===== src/rtl/usb4_enc_pkg.sv =====
`default_nettype none
// ----------------------------------------------------------------------------
// usb4_enc_pkg : shared constants for the USB4 transmit lane encoder
// Rev 1.0
// ----------------------------------------------------------------------------
package usb4_enc_pkg;

  localparam logic [1:0] GEN4 = 2'd0;
  localparam logic [1:0] GEN3 = 2'd1;
  localparam logic [1:0] GEN2 = 2'd2;

  localparam logic [3:0] HDR128_DATA = 4'b0101;
  localparam logic [3:0] HDR128_OS   = 4'b1010;
  localparam logic [1:0] HDR66_DATA  = 2'b01;
  localparam logic [1:0] HDR66_OS    = 2'b10;

  localparam int BYTES_GEN3 = 16;
  localparam int BYTES_GEN2 = 8;
  localparam int BYTES_GEN4 = 1;

  localparam int ENC_W = 132;

endpackage
`default_nettype wire


===== src/rtl/enc_lane_packer.sv =====
`default_nettype none
// ----------------------------------------------------------------------------
// enc_lane_packer : per-lane byte store and 128b/132b, 64b/66b, pass-through mux
// Rev 1.0
// ----------------------------------------------------------------------------
module enc_lane_packer #(
  parameter logic [1:0] GEN3 = 2'd1,
  parameter logic [1:0] GEN2 = 2'd2
) (
  input  logic         clk,
  input  logic         rst_n,
  input  logic         i_wr_en,
  input  logic         i_complete,
  input  logic [3:0]   i_byte_cnt,
  input  logic [1:0]   i_gen_l,
  input  logic         i_dos_l,
  input  logic [7:0]   i_byte,
  output logic [131:0] o_enc
);
  import usb4_enc_pkg::*;

  logic [7:0]   r_store [16];
  logic [7:0]   w_bytes [16];
  logic [131:0] w_block;
  logic [131:0] r_enc;

  // The completing byte is merged combinationally so the block registers on the same edge.
  always_comb begin
    for (int i = 0; i < 16; i++) begin
      w_bytes[i] = r_store[i];
    end
    w_bytes[i_byte_cnt] = i_byte;

    w_block = '0;
    if (i_gen_l == GEN3) begin
      w_block[3:0] = i_dos_l ? HDR128_DATA : HDR128_OS;
      for (int i = 0; i < BYTES_GEN3; i++) begin
        w_block[4 + 8*i +: 8] = w_bytes[i];
      end
    end else if (i_gen_l == GEN2) begin
      w_block[1:0] = i_dos_l ? HDR66_DATA : HDR66_OS;
      for (int i = 0; i < BYTES_GEN2; i++) begin
        w_block[2 + 8*i +: 8] = w_bytes[i];
      end
    end else begin
      w_block[7:0] = i_byte;
    end
  end

  always_ff @(posedge clk or negedge rst_n) begin
    if (!rst_n) begin
      for (int i = 0; i < 16; i++) begin
        r_store[i] <= '0;
      end
      r_enc <= '0;
    end else begin
      if (i_wr_en) begin
        r_store[i_byte_cnt] <= i_byte;
      end
      if (i_complete) begin
        r_enc <= w_block;
      end
    end
  end

  assign o_enc = r_enc;

endmodule
`default_nettype wire


===== src/rtl/encoding_block.sv =====
`default_nettype none
// ----------------------------------------------------------------------------
// encoding_block : USB4 transmit lane encoder, two lanes, Gen2/Gen3/Gen4
// Rev 1.0
// ----------------------------------------------------------------------------
module encoding_block #(
  parameter logic [1:0] GEN4 = 2'd0,
  parameter logic [1:0] GEN3 = 2'd1,
  parameter logic [1:0] GEN2 = 2'd2
) (
  input  logic         enc_clk,
  input  logic         rst,
  input  logic         enable_enc,
  input  logic [1:0]   gen_speed,
  input  logic         data_os,
  input  logic [7:0]   lane_0_tx,
  input  logic [7:0]   lane_1_tx,
  output logic [131:0] lane_0_tx_enc,
  output logic [131:0] lane_1_tx_enc,
  output logic         enc_valid
);
  import usb4_enc_pkg::*;

  logic [3:0] r_byte_cnt;
  logic [1:0] r_gen_l;
  logic       r_dos_l;
  logic       r_valid;

  logic [1:0] w_gen_eff;
  logic       w_dos_eff;
  logic [3:0] w_max;
  logic       w_reserved;
  logic       w_wr;
  logic       w_complete;

  // At byte 0 the live inputs define the block; afterwards the latched copies do.
  always_comb begin
    w_gen_eff  = (r_byte_cnt == 4'd0) ? gen_speed : r_gen_l;
    w_dos_eff  = (r_byte_cnt == 4'd0) ? data_os   : r_dos_l;
    w_max      = 4'd0;
    w_reserved = 1'b1;
    if (w_gen_eff == GEN3) begin
      w_max      = 4'(BYTES_GEN3 - 1);
      w_reserved = 1'b0;
    end else if (w_gen_eff == GEN2) begin
      w_max      = 4'(BYTES_GEN2 - 1);
      w_reserved = 1'b0;
    end else if (w_gen_eff == GEN4) begin
      w_max      = 4'(BYTES_GEN4 - 1);
      w_reserved = 1'b0;
    end
    w_wr       = enable_enc && !w_reserved;
    w_complete = w_wr && (r_byte_cnt == w_max);
  end

  always_ff @(posedge enc_clk or negedge rst) begin
    if (!rst) begin
      r_byte_cnt <= '0;
      r_gen_l    <= '0;
      r_dos_l    <= 1'b0;
      r_valid    <= 1'b0;
    end else begin
      r_valid <= w_complete;
      if (w_wr && !w_complete) begin
        r_byte_cnt <= r_byte_cnt + 4'd1;
      end else begin
        r_byte_cnt <= '0;
      end
      if (enable_enc && (r_byte_cnt == 4'd0)) begin
        r_gen_l <= gen_speed;
        r_dos_l <= data_os;
      end
    end
  end

  assign enc_valid = r_valid;

  enc_lane_packer #(
    .GEN3 (GEN3),
    .GEN2 (GEN2)
  ) u_lane0 (
    .clk        (enc_clk),
    .rst_n      (rst),
    .i_wr_en    (w_wr),
    .i_complete (w_complete),
    .i_byte_cnt (r_byte_cnt),
    .i_gen_l    (w_gen_eff),
    .i_dos_l    (w_dos_eff),
    .i_byte     (lane_0_tx),
    .o_enc      (lane_0_tx_enc)
  );

  enc_lane_packer #(
    .GEN3 (GEN3),
    .GEN2 (GEN2)
  ) u_lane1 (
    .clk        (enc_clk),
    .rst_n      (rst),
    .i_wr_en    (w_wr),
    .i_complete (w_complete),
    .i_byte_cnt (r_byte_cnt),
    .i_gen_l    (w_gen_eff),
    .i_dos_l    (w_dos_eff),
    .i_byte     (lane_1_tx),
    .o_enc      (lane_1_tx_enc)
  );

endmodule
`default_nettype wire

===== config.mk =====
export PLATFORM = sky130hd
export DESIGN_NAME = encoding_block
export DESIGN_NICKNAME = d
export VERILOG_FILES = /design/src/rtl/usb4_enc_pkg.sv /design/src/rtl/enc_lane_packer.sv /design/src/rtl/encoding_block.sv
export SDC_FILE = /design/constraint.sdc
export NUM_CORES = 1
export LEC_CHECK = 0
export ABC_AREA = 1
export CORE_MARGIN = 2
export CORE_UTILIZATION = 25
export CTS_CLUSTER_DIAMETER = 30
export CTS_CLUSTER_SIZE = 8
export DETAILED_ROUTE_END_ITERATION = 12
export PLACE_DENSITY = 0.54
export SLEW_MARGIN = 20
export SYNTH_ARGS = -nofsm -noshare
export SYNTH_HDL_FRONTEND = slang
export SYNTH_SLANG_ARGS = --single-unit

===== constraint.sdc =====
create_clock -name enc_clk -period 2.8 [get_ports enc_clk]
set_clock_uncertainty 0.05 [all_clocks]
set_input_delay 0.56 -clock enc_clk [delete_from_list [all_inputs] [get_ports enc_clk]]
set_output_delay 0.56 -clock enc_clk [all_outputs]
set_load 0.02 [all_outputs]

# After elaboration in Yosys (flattened, before gate mapping)
# Index checks and enable logic that the tools add are counted.
# word_totals
output_inout_bits	265
inputBits	22
ff_bits	528
# classes
n_reduce_logical	9
n_mux	22
n_bitwise	1
add_sub_neg	1
n_eq_ne	3
order_cmp	2
# op_table
operator	count
2-to-1 mux 66 bit	4
bitwise mux 128 bit	2
2-to-1 mux 58 bit	2
demux 8 bit (select 4 bit)	1
2-to-1 mux 8 bit	3
2-to-1 mux 4 bit	3
>= comparator 5 bit (second input constant)	1
logical AND 1 bit	5
less-than comparator 5 x 1 -> 1 bit (second input constant)	1
inverter 4 -> 5 bit	1
adder 4 x 1 -> 4 bit (second input constant)	1
equality test 4 bit	1
logical NOT 4 bit	1
2-to-1 mux 1 bit	4
2-to-1 mux 2 bit	2
2-to-1 mux 3 bit	1
equality test 2 x 1 -> 1 bit (second input constant)	1
equality test 2 bit (second input constant)	1
logical NOT 1 bit	2
logical NOT 2 bit	1

# Longest topological paths before layout
# logic_depth
ltp_word	12
ltp_mapped	17
depth_no_buf	14

# Cells and area by module
# Synthesis repeated with hierarchy kept, for this count alone.
# hier_totals
cells_unflattened	2961
hier_area_um2	23852.9
# modules_own_cells
mod	seq_area_each_um2	instances	area_each_um2	cells_per_inst
enc_lane_packer	6506.2	2	11695.0	1453
encoding_block	200.2	1	462.9	55

# Worst setup path after synthesis
# OpenSTA, ideal clock, no wires.
# synth_timing
kind	reg-to-reg
startpoint	register r_byte_cnt[0]
endpoint	register u_lane1.r_enc[49], in the netlist u_lane1.o_enc[49]
path_buffers	4
stages_incl_launch_ff	16
arrival_time_ps	2665
setup_time_ps	65
setup_slack_ps	21
t_required_ps	2685
cell_sequence	dfrtp_1 inv_1 ha_1 buf_2 nand2_1 clkbuf_1 o21ai_0 inv_1 ha_1 nor2_1 buf_2 buf_1 nand3_1 o21ai_0 nand2_1 nand2_1
# synth_via
elab_chain_len	9
word_cells_on_any_way	23
classes_between	2 x order compare; 3 x eq/ne; 11 x mux; 1 x bitwise; 6 x reduce/logical
# synth_lines
item	line	text
from (decl)	encoding_block.sv:24	logic [3:0] r_byte_cnt;
from (signal assigned)	encoding_block.sv:65	r_byte_cnt <= r_byte_cnt + 4'd1;
branches (longest 9 deep; another with >= comparator 5 bit)	-	
to (signal assigned)	enc_lane_packer.sv:61	r_enc <= w_block;
to (decl)	enc_lane_packer.sv:25	logic [131:0] r_enc;
# Parallel ways; which one is timed is not known.
# A chain may end at the register's enable or synchronous reset.

# Worst setup path after layout
# layout_timing
startpoint	register r_byte_cnt[1]
endpoint	register u_lane0.r_enc[38], in the netlist u_lane0.o_enc[38]
# layout_via
elab_chain_len	9
word_cells_on_any_way	23
classes_between	2 x order compare; 3 x eq/ne; 11 x mux; 1 x bitwise; 6 x reduce/logical
# layout_lines
item	line
branches (longest 9 deep; another with >= comparator 5 bit)	-
to (signal assigned)	enc_lane_packer.sv:61
to (decl)	enc_lane_packer.sv:25
# Parallel ways; which one is timed is not known.

==> metrics.md <==
| Metric | Value |
|---|---|
| Run status | `completed` |
| GRT overflow | `0` |
| Number of global-route vias before repair | `approximately 21000` |
| Static leakage | `15.9 nW` |
| Clock power frac | `38.6%` |
| Layout cell share with drive strength beyond 1 | `12.0%` |
| Synth Area in XOR/XNOR | `0.0722%` |
| CTS buffer count | `about 140` |
| DRC Markers | `0` |
| Slew @ Worst Pin | `roughly 0.66 ns` |
| Crit path DAT | `approximately 3.2 ns` |
| Synth warnings | `0` |
| Minimum clock period | `~2.6 ns` |
| Logic pwr share | `34.5%` |
| Fin Setup TNS | `0 ns` |
| Syn_area_per_cell | `7.96 um^2` |
| First drt pass iteration count | `5` |
| Met2 Resource Use GR | `27.9%` |
| Worst Setup SP | `r_byte_cnt[1]` |
| Port bufs | `between 200 and 300` |
| Ports | `287` |
| P&R area growth vs syn | `42.3%` |
| Vias | `around 22000` |
| Die H | `315 um` |
| Worst reg2reg path depth | `16` |
| First-pass GRT wire length | `133000 um` |
| Sw Share | `36.5%` |
| Synthesized instance count | `3048` |
| Final nets | `3478` |
| Peak VDD IR | `0.000634 V` |
| RR Endpoint | `u_lane0.o_enc[38]` |
| CTS Root Cell | `clkbuf_16` |
| Die ar. | `99500 um^2` |
| Total track usage | `17.6%` |
| CP endpoint kind | `flip-flop` |
| Max Clk Rate | `approximately 0.38 GHz` |
| RSZ-0062 raised after global routing | `false` |
| # Max-Cap Violations | `0` |
| Final wirelength | `87700 um` |
| CP Class | `reg2reg` |
| Syn Nets | `3077` |
| Post-DP Area | `29600 um^2` |
| Sequential share of power | `26.8%` |
| Yosys cell types | `25` |
| Critical R2R Launch | `r_byte_cnt[1]` |
| Initial Utilization | `25.1%` |
| Adder-cell share of the synthesized area | `0.361%` |
| Synthesized-area fraction occupied by and/or/nand/nor cells | `21.4%` |
| Iteration-0 DRC Markers | `1800` |
| Power Dens Cells | `approximately 1200 nW/um^2` |
| Endpoints failing setup | `0` |
| Pin count of the biggest net entering global routing | `90` |
| Reg2reg setup slack | `0.20 ns` |
| Post-synthesis compound-gate area fraction | `15.1%` |
| TritonCTS clock tree | `built` |
| Busiest grt layer | `met2` |
| Multiplexer share of the synthesized area | `0%` |
| CP cell instances | `inv_1 > ha_4 > inv_1 > nor2_1 > or2_2 > o21ai_0 > inv_1 > ha_2 > buf_12 > nor2_4 > buf_6 > buf_12 > nand3_1 > o21ai_0 > nand2_1 > nand2_1` |
| Hold Crit Class | `in2async` |
| Reg clk slew, reported paths | `0.05 ns` |
| Core Area | `~96000 um^2` |
| WL/cell | `18.1 um` |
| Worst setup SP type | `flip-flop` |
| Pins Over Slew Limit | `0` |
| Commonest non-fill, non-tap cell in the layout | `nand2_1` |
| Critical Path RT | `approximately 3.4 ns` |
| CTS HTree Levels | `4` |
| Internal power | `between 0.02 and 0.03 W` |
| Max transition margin | `55.6%` |
| Fill cells | `approximately 10000` |
| Met1 Usage GRT | `23.7%` |
| Hold Fails Final Rpt | `0` |
| Number of synthesized register bits | `528` |
| CTS max path bufs | `3` |
| Clk_lat worst skew | `0.74 ns` |
| Dpl hpwl | `59500 um` |
| CP max FO | `20` |
| Seq/Total Area, Yosys | `~54%` |
| Largest family of logic cells by synthesized area | `simple AND/OR/NAND/NOR gates` |
| Via density | `4.57` |
| Sink Count | `about 530` |
| Antenna-violating nets left | `0` |
| Period utilization | `between 90 and 100%` |
| Die X | `~320 um` |
| Most frequent cells in the layout | `996 x nand2_1, 527 x dfrtp_1, 468 x o21ai_0` |
| Max stage delay on crit path | `0.34 ns` |
| Initial antenna violation count | `0` |
| CP Capture Point | `u_lane0.o_enc[38]` |
| Met3 Usage GRT | `3.75%` |
| Routability cong. | `0.822` |
| Crit-path slowest cell | `dfrtp_1` |
| # rows | `114` |
| Net switching power figure | `0.0151 W` |
| Post-route cell area | `about 35000 um^2` |
| Most Frequent Cell on Critical Path | `inv_1` |
| Mapped cell area | `24200 um^2` |
## registers in the layout, summed over array words and instances (netlist names)
name,flops
enc_valid,1
r_byte_cnt,4
r_dos_l,1
r_gen_l,2
u_lane0.o_enc,132
u_lane0.r_store,128
u_lane1.o_enc,132
u_lane1.r_store,128
## cell usage after synthesis
cell type | n | area share (%)
or2_2 | 1 | 0.026
buf_2 | 74 | 1.5
inv_2 | 9 | 0.14
nand4_1 | 2 | 0.052
buf_6 | 11 | 0.51
inv_1 | 282 | 4.4
nand3_1 | 255 | 5.3
xnor2_1 | 1 | 0.036
clkbuf_1 | 78 | 1.2
a31oi_1 | 6 | 0.15
buf_1 | 20 | 0.31
dfrtp_1 | 528 | 54
buf_4 | 7 | 0.22
xor2_1 | 1 | 0.036
a21oi_1 | 129 | 2.7
clkinv_1 | 3 | 0.046
ha_1 | 7 | 0.36
o21ai_0 | 481 | 9.9
o21ai_1 | 109 | 2.2
nand2_1 | 997 | 15
clkbuf_2 | 10 | 0.21
nor2_1 | 28 | 0.43
nand3_2 | 3 | 0.12
o21bai_1 | 4 | 0.12
nor2_4 | 2 | 0.093
## critical path: cells and delay by family (launching register included)
family	cells	cell delay [ns]
fa+ha+maj	2	0.41
buf+inv	6	0.77
flops	1	0.34
compound gates	2	0.22
simple gates	6	0.78
## power groups by stage
stage / Sequential [W] / Clock (W) / Combinational [W]
after global placement: 0.0111 / 0 / 0.0140
after global routing: 0.0113 / 0.0167 / 0.0159
final: 0.0111 / 0.0160 / 0.0143
after CTS: 0.0111 / 0.0162 / 0.0142
after floorplan: 0.0117 / 0 / 0.00744
after detailed placement: 0.0111 / 0 / 0.0141
## metrics by stage
step           instances  worst slack, ns  util [%]  hold WS (ns)  total power, W
3_5_place_dp        4581           -0.223      30.7         0.410          0.0253
6_report            4837            0.197      35.8         0.309          0.0413
2_1_floorplan       3048           0.0206         -         0.214          0.0192
4_1_cts             4832           0.0240      35.7         0.307          0.0415
5_1_grt             4835         0.000672      35.8         0.341          0.0439
3_3_place_gp        4581           -0.266      30.7         0.405          0.0251
## repair_timing
action | 4_1_cts | 5_1_grt
setup endpoints to repair | 0 | 486
endpoints found under the hold margin | 38 | 0
hold buffers | 1 | 0
buffers inserted | 0 | 3
gates resized for setup | 0 | 27
## cell type report
cell class | instances | area [um^2] | area share (%)
Clock buffer | 188 | 3920 | 11.4
Inverter | 294 | 1120 | 3.24
Sequential cell | 528 | 13200 | 38.3
Clock inverter | 62 | 852 | 2.47
Timing Repair Buffer | 461 | 4770 | 13.8
Multi-Input combinational cell | 2026 | 9030 | 26.2
Tap cell | 1276 | 1600 | 4.63
Antenna cell | 2 | 5.00 | 0.0145
## per-layer routing
layer	vias to the layer above	share of wire [%]	wire, um
li1	10700	-	-
met1	10600	45	39500
met2	642	47	41000
met3	127	5.8	5050
met4	0	2.4	2140
met5	-	0	0
## cells by family after synthesis
family | after synthesis
XOR/XNOR | 2
AND/OR/NAND/NOR | 1288
buffers and inverters | 494
AO/OA/AOI/OAI | 729
adder cells (fa/ha/maj) | 7
flip-flops | 528
## how the worst min path moves through the flow
| stage | to | slack (ns) | start |
|---|---|---|---|
| finish | u_lane0.o_enc[102] | 0.31 | rst |
| global route | u_lane0.r_store[37] | 0.34 | rst |
| CTS | u_lane0.o_enc[102] | 0.31 | rst |
| detailed placement | r_gen_l[0] | 0.41 | r_gen_l[0] |
| global placement | r_gen_l[0] | 0.40 | r_gen_l[0] |
| floorplan | enc_valid | 0.21 | rst |
Power figures use the tool's default switching activity.
